[config.mk]
export PLATFORM = sky130hd
export DESIGN_NAME = uart_tx_arbiter
export DESIGN_NICKNAME = d
export VERILOG_FILES = /design/src/rtl/uart_tx_arbiter.sv
export SDC_FILE = /design/constraint.sdc
export NUM_CORES = 1
export LEC_CHECK = 0
export BUFFER_PORTS_ARGS = -buffer_cell sky130_fd_sc_hd__buf_2
export CORE_MARGIN = 3
export CORE_UTILIZATION = 34
export DETAILED_ROUTE_END_ITERATION = 8
export PLACE_DENSITY_LB_ADDON = 0.08
export SLEW_MARGIN = 10
export SYNTH_ARGS = -nofsm -noshare
export SYNTH_HDL_FRONTEND = slang
export SYNTH_SLANG_ARGS = --single-unit
export TNS_END_PERCENT = 50
[constraint.sdc]
create_clock -name i_clk -period 2.7 [get_ports i_clk]
set_clock_uncertainty 0.2 [all_clocks]
set_input_delay 0.54 -clock i_clk [delete_from_list [all_inputs] [get_ports i_clk]]
set_output_delay 0.54 -clock i_clk [all_outputs]
set_load 0.05 [all_outputs]
[src/rtl/uart_tx_arbiter.sv]
// Round-robin arbiter sharing one UART transmitter between an echo path (req0)
// and a status path (req1), with an optional inter-byte gap and a done watchdog.
module uart_tx_arbiter #(
    parameter int CLKS_PER_BIT = 217,
    parameter int GAP_CLKS     = 0,
    parameter int TIMEOUT_CLKS = 12 * CLKS_PER_BIT
) (
    input  logic       i_clk,
    input  logic       i_rst,
    input  logic       i_req0_dv,
    input  logic [7:0] i_req0_byte,
    output logic       o_req0_ack,
    input  logic       i_req1_dv,
    input  logic [7:0] i_req1_byte,
    output logic       o_req1_ack,
    output logic       o_tx_dv,
    output logic [7:0] o_tx_byte,
    input  logic       i_tx_active,
    input  logic       i_tx_done,
    output logic [1:0] o_grant,
    output logic       o_busy,
    output logic       o_timeout
);

    localparam int CNT_MAX = (TIMEOUT_CLKS > GAP_CLKS) ? TIMEOUT_CLKS : GAP_CLKS;
    localparam int CW      = $clog2(CNT_MAX + 1);
    localparam logic [CW-1:0] TO_LAST  = CW'(TIMEOUT_CLKS - 1);
    localparam logic [CW-1:0] GAP_LAST = CW'((GAP_CLKS > 0) ? GAP_CLKS - 1 : 0);

    typedef enum logic [1:0] {IDLE, WAIT_DONE, GAP} state_t;

    state_t        state_q;
    logic [CW-1:0] cnt_q;
    logic          rr1_q;      // 1: requester 1 wins a tie next time
    logic          tx_dv_q, ack0_q, ack1_q, timeout_q;
    logic [7:0]    tx_byte_q;
    logic [1:0]    grant_q;

    logic          pick1_d;
    logic          launch_d;

    assign pick1_d  = i_req1_dv & (~i_req0_dv | rr1_q);
    assign launch_d = (state_q == IDLE) & (i_req0_dv | i_req1_dv) & ~i_tx_active;

    always_ff @(posedge i_clk or negedge i_rst) begin
        if (!i_rst) begin
            state_q   <= IDLE;
            cnt_q     <= '0;
            rr1_q     <= 1'b0;
            tx_dv_q   <= 1'b0;
            ack0_q    <= 1'b0;
            ack1_q    <= 1'b0;
            timeout_q <= 1'b0;
            tx_byte_q <= 8'h00;
            grant_q   <= 2'b00;
        end else begin
            tx_dv_q <= 1'b0;
            ack0_q  <= 1'b0;
            ack1_q  <= 1'b0;
            case (state_q)
                IDLE: begin
                    if (launch_d) begin
                        tx_byte_q <= pick1_d ? i_req1_byte : i_req0_byte;
                        tx_dv_q   <= 1'b1;
                        ack0_q    <= ~pick1_d;
                        ack1_q    <= pick1_d;
                        grant_q   <= pick1_d ? 2'b10 : 2'b01;
                        rr1_q     <= ~pick1_d;
                        cnt_q     <= '0;
                        state_q   <= WAIT_DONE;
                    end
                end
                WAIT_DONE: begin
                    // done wins over a coincident terminal count
                    if (i_tx_done || cnt_q == TO_LAST) begin
                        if (!i_tx_done) timeout_q <= 1'b1;
                        cnt_q   <= '0;
                        grant_q <= 2'b00;
                        state_q <= (GAP_CLKS > 0) ? GAP : IDLE;
                    end else begin
                        cnt_q <= cnt_q + 1'b1;
                    end
                end
                GAP: begin
                    if (cnt_q == GAP_LAST) begin
                        cnt_q   <= '0;
                        state_q <= IDLE;
                    end else begin
                        cnt_q <= cnt_q + 1'b1;
                    end
                end
                default: state_q <= IDLE;
            endcase
        end
    end

    assign o_tx_dv    = tx_dv_q;
    assign o_tx_byte  = tx_byte_q;
    assign o_req0_ack = ack0_q;
    assign o_req1_ack = ack1_q;
    assign o_grant    = grant_q;
    assign o_busy     = (state_q != IDLE);
    assign o_timeout  = timeout_q;

endmodule

Yosys cells after proc, flatten, opt, wreduce, memory -nomap -nowiden
Index checks and enable logic that the tools add are counted.

Word-level logic and storage cells: 54. Input bits: 22. Flip-flop bits (word level): 29.

Reductions and logical operators: 11. Equal/unequal tests: 6. Add/subtract/negate cells: 1. Multiplexer cells: 18. Bitwise gates (word level): 9.

Operators by type and width (count): two-way mux 12 bit (3); one-hot mux 12 bit (3 select lines) (1); adder 12 x 1 -> 12 bit (second input constant) (1); equality test 12 bit (second input constant) (1); logical NOT 12 bit (1); two-way mux 2 bit (5); AND reduction 3 bit (3); two-way mux 8 bit (1); two-way mux 1 bit (6); != test 2 bit (second input constant) (3); one-hot mux 2 bit (3 select lines) (1); NOT 1 bit (4); one-hot mux 2 bit (2 select lines) (1); AND reduction 2 bit (2); nonzero test 2 bit (2); bitwise AND 1 bit (3); nonzero test 3 bit (1); equality test 2 x 1 -> 1 bit (second input constant) (1); equality test 2 bit (second input constant) (1); logical NOT 2 bit (1); OR 1 bit (2); logical OR 1 bit (1).

Longest topological paths before layout
Word-level depth: 6. Mapped depth: 5. Gate-level depth less buffers: 5.

Worst setup path before layout
No wires, ideal clock.

Path type: register -> register. Start: register state_q[0]. End: register cnt_q[10]. Path slack: 0.875 ns. Required time: 2.413 ns. Arrival: 1.538 ns. Cell stages (with the launch flop): 6. Clock period less this slack: 1.825 ns. Cell sequence: dfrtp_1 -> buf_2 -> nor2b_1 -> buf_2 -> nand2_1 -> o211ai_1.

Longest elaborated chain between the ends: 5.

Ends and longest elaborated chain: start, declared (RTL line 32) `state_t state_q;`; start signal, assigned (RTL line 79) `state_q <= (GAP_CLKS > 0) ? GAP : IDLE;`; logical NOT 2 bit (RTL line 43, 60); bitwise AND 1 bit (2 in a row) (RTL line 43) `assign launch_d = (state_q == IDLE) & (i_req0_dv | i_req1_dv) & ~i_tx_active;`; != test 2 bit (no source line); AND reduction 2 bit (no source line); end signal, assigned (RTL line 81) `cnt_q <= cnt_q + 1'b1;`; end signal, assigned (RTL line 89) `cnt_q <= cnt_q + 1'b1;`; end, declared (RTL line 33) `logic [CW-1:0] cnt_q;`.

Several ways; a longest one is shown, not always the timed one. A chain may end at the register's enable or synchronous reset.

Worst setup path after layout
Start: register state_q[0]. End: output o_busy.

Longest elaborated chain between the ends: 1.

Ends and longest elaborated chain: nonzero test 2 bit (RTL line 102) `assign o_busy = (state_q != IDLE);`; end, declared (RTL line 21) `output logic o_busy,`.

No other way between the ends.

==> impl_metrics.tcl <==
set metrics [dict create \
    outcome "complete, no violations" \
    end_kind "output pin" \
    async_flop_share 1.00 \
    reg2reg_slack_ps 830 \
    portBuffers 36 \
    p_leak_nw 0.820 \
    drive_above_1_share 0.307 \
    drcViolationCount 0 \
    area_growth_syn_to_layout_pct 21.8 \
    synth_commonest_cells "28 x dfrtp_1, 18 x nand3_1, 12 x nand2_1" \
    worst_pin_slew_ps 633 \
    synth_edf_count 0 \
    die-area_um2 4980 \
    rsz0062_at_grt "false" \
    diodes 0 \
    crit_chain "buf_2" \
    cp_slowest_cell "dfrtp_1" \
    pwr_density_cell_nw_per_um2 716 \
    fin_crit_sh 0.712 \
    core-area_um2 3830 \
    ir_drop_mv 0.343 \
    max-cap-violations 0 \
    antenna_found_initial 0 \
    cp-startpoint "state_q[0]" \
    cts_buffer_depth 2 \
    fillers 378 \
    synth.cell_area_um2 1420 \
    slew_headroom 0.578 \
    seq_area_um2 701 \
    synth_seq_cells 28 \
    synthFlopType "dfrtp_1" \
    worstSetupPathType "reg2out" \
    cp_slowest_stage_delay_ps 570 \
    min_path_type "in2async" \
    grt_pass1_wl_um 5860 \
    vias_per_cell 5.46 \
    synth_area_leader_cell "dfrtp_1" \
    cp.buffers_inverters 1 \
    dr.pass1.iters 4 \
    drt_iter0_drc 57 \
    die_y_um 70.5 \
    synth_most_common_cell "dfrtp_1" \
    clk_latency_ps 280 \
    cp_max_fo 13 \
    cts_buffers 3 \
    max_freq_mhz 521 \
    crit_required_ps 1960 \
    initial_core_util 0.370 \
    worstSetupStartpointType "flip-flop" \
    grt_max_degree 29 \
    place_congestion 0.790 \
    routed_wl_um 3460 \
    syn_nets 163 \
    multi_input_area_um2 668 \
    clockRootBuffer "clkbuf_8" \
    detail-route-antenna-nets 0 \
    avgSynthCellArea_um2 10.2 \
    cts.hold.buffers_added 0 \
    die_x_um 70.5 \
    ys_seq_area_frac 0.495 \
    fin_nets 201 \
    synthTopCellsByArea "dfrtp_1 49%, nand3_1 6.4%, a221o_1 5.7%, nand2_1 3.2%, and2_1 2.2%" \
    clk_pin_slew_ps 100 \
    cts_sinks 28 \
    yosys_warnings 0 \
    track_usage 0.144 \
    hold_slack_ps 63.1 \
    cts-htree-levels 1 \
    std_cell_rows 22 \
    wl_per_cell_um 15.5 \
    postCtsSetupBuffers 0 \
    syn-instance-count 139 \
    cts_tree "done" \
    r2r_start "cnt_q[0]" \
    setup-violations-final 0 \
    cts_resized 0 \
    grt_overflow 0 \
    crit_arrival_ps 1180 \
    cp_top_family "flip-flops" \
    yosys.cell_types.count 42 \
    top_level_ports 37 \
    dp_hpwl_um 2490 \
    vias 1223 \
    fin_setup_tns_ps 0 \
    min_period_ps 1920 \
    grt_pass1_vias 1246 \
    yosysTopAreaCellShare 0.495 \
    slew_violations 0 \
    hold_viol 0 \
]
==> path summary, 6_finish.rpt <==
path	to	cells after the start
worst max-delay path	o_busy	1
worst min-delay path	o_tx_byte[6]	1
worst max register to register	cnt_q[10]	5
worst min register to register	o_timeout	1
max in group asynchronous	cnt_q[7]	1
min in group i_clk	o_timeout	1
==> kinds of logic (layout without fill, tap and decap cells) <==
logic type               count (synthesis)  in the layout  synth area share
adder cells (fa/ha/maj)                  2              2            0.0177
AND/OR/NAND/NOR                         69             69             0.292
flip-flops                              28             28             0.495
buffers and inverters                   11             48            0.0336
AO/OA/AOI/OAI                           28             28             0.155
multiplexers                             1              1           0.00707
==> where the power goes <==
group          switching [mW]  internal (mW)  leakage [nW]
logic                   0.261          0.115         0.418
clock network           0.135          0.199        0.0357
registers              0.0467          0.479         0.366
total                   0.443          0.793         0.820
==> worst register-to-register path, delay by kind of cell (launching register included) <==
kind / cells / cell delay [ps]
AO/OA/AOI/OAI: 1 / 210
adder cells (fa/ha/maj): 1 / 250
flip-flops: 1 / 440
AND/OR/NAND/NOR: 3 / 690
==> layer usage <==
layer  GRT usage  vias up  share of wire
met2       0.260       43           0.51
li1            -      591              -
met1       0.168      585           0.40
met4      0.0271        0         0.0084
met5           0        -              0
met3      0.0497        4          0.080
==> through the flow <==
step	utilization	total power [mW]	worst slack (ps)	instances	cell area [um2]
2_1_floorplan	-	0.801	875	139	1420
3_3_place_gp	0.432	0.906	861	220	1650
3_5_place_dp	0.432	0.915	850	220	1650
4_1_cts	0.451	1.26	760	224	1730
5_1_grt	0.451	1.30	680	224	1730
6_report	0.451	1.24	779	224	1730
==> placed cells by master (no fill, tap or decap), types with 2 or more instances in the layout <==
master     n
nor2b_1    2
inv_1      4
ha_1       2
nor2_1     2
dfrtp_1   28
nand3b_1   2
clkbuf_8   3
nor3_1     2
buf_4      4
a21oi_1    2
and2_0     3
or3_2      2
nand3_1   18
a31oi_1    2
nand4_1    3
nand2_1   12
a31o_2     2
or3_1      4
o211ai_1   2
and2_1     5
buf_2     36
nand2b_1   2
o21ai_0    6
a221o_1    8
==> registers in the layout (all words and copies together), names as in the netlist <==
register	cells
cnt_q	12
o_tx_dv	1
o_req1_ack	1
state_q	1
o_grant	2
o_tx_byte	8
rr1_q	1
o_timeout	1
o_req0_ack	1
==> cell type report <==
type                    count  area share
repair buffers             40       0.122
clock inverters             1      0.0174
flip-flops and latches     28       0.406
multi-input cells         100       0.387
inverters                   4     0.00870
well taps                  48      0.0348
clock buffers               3      0.0239
(Power assumes the default switching activity.)
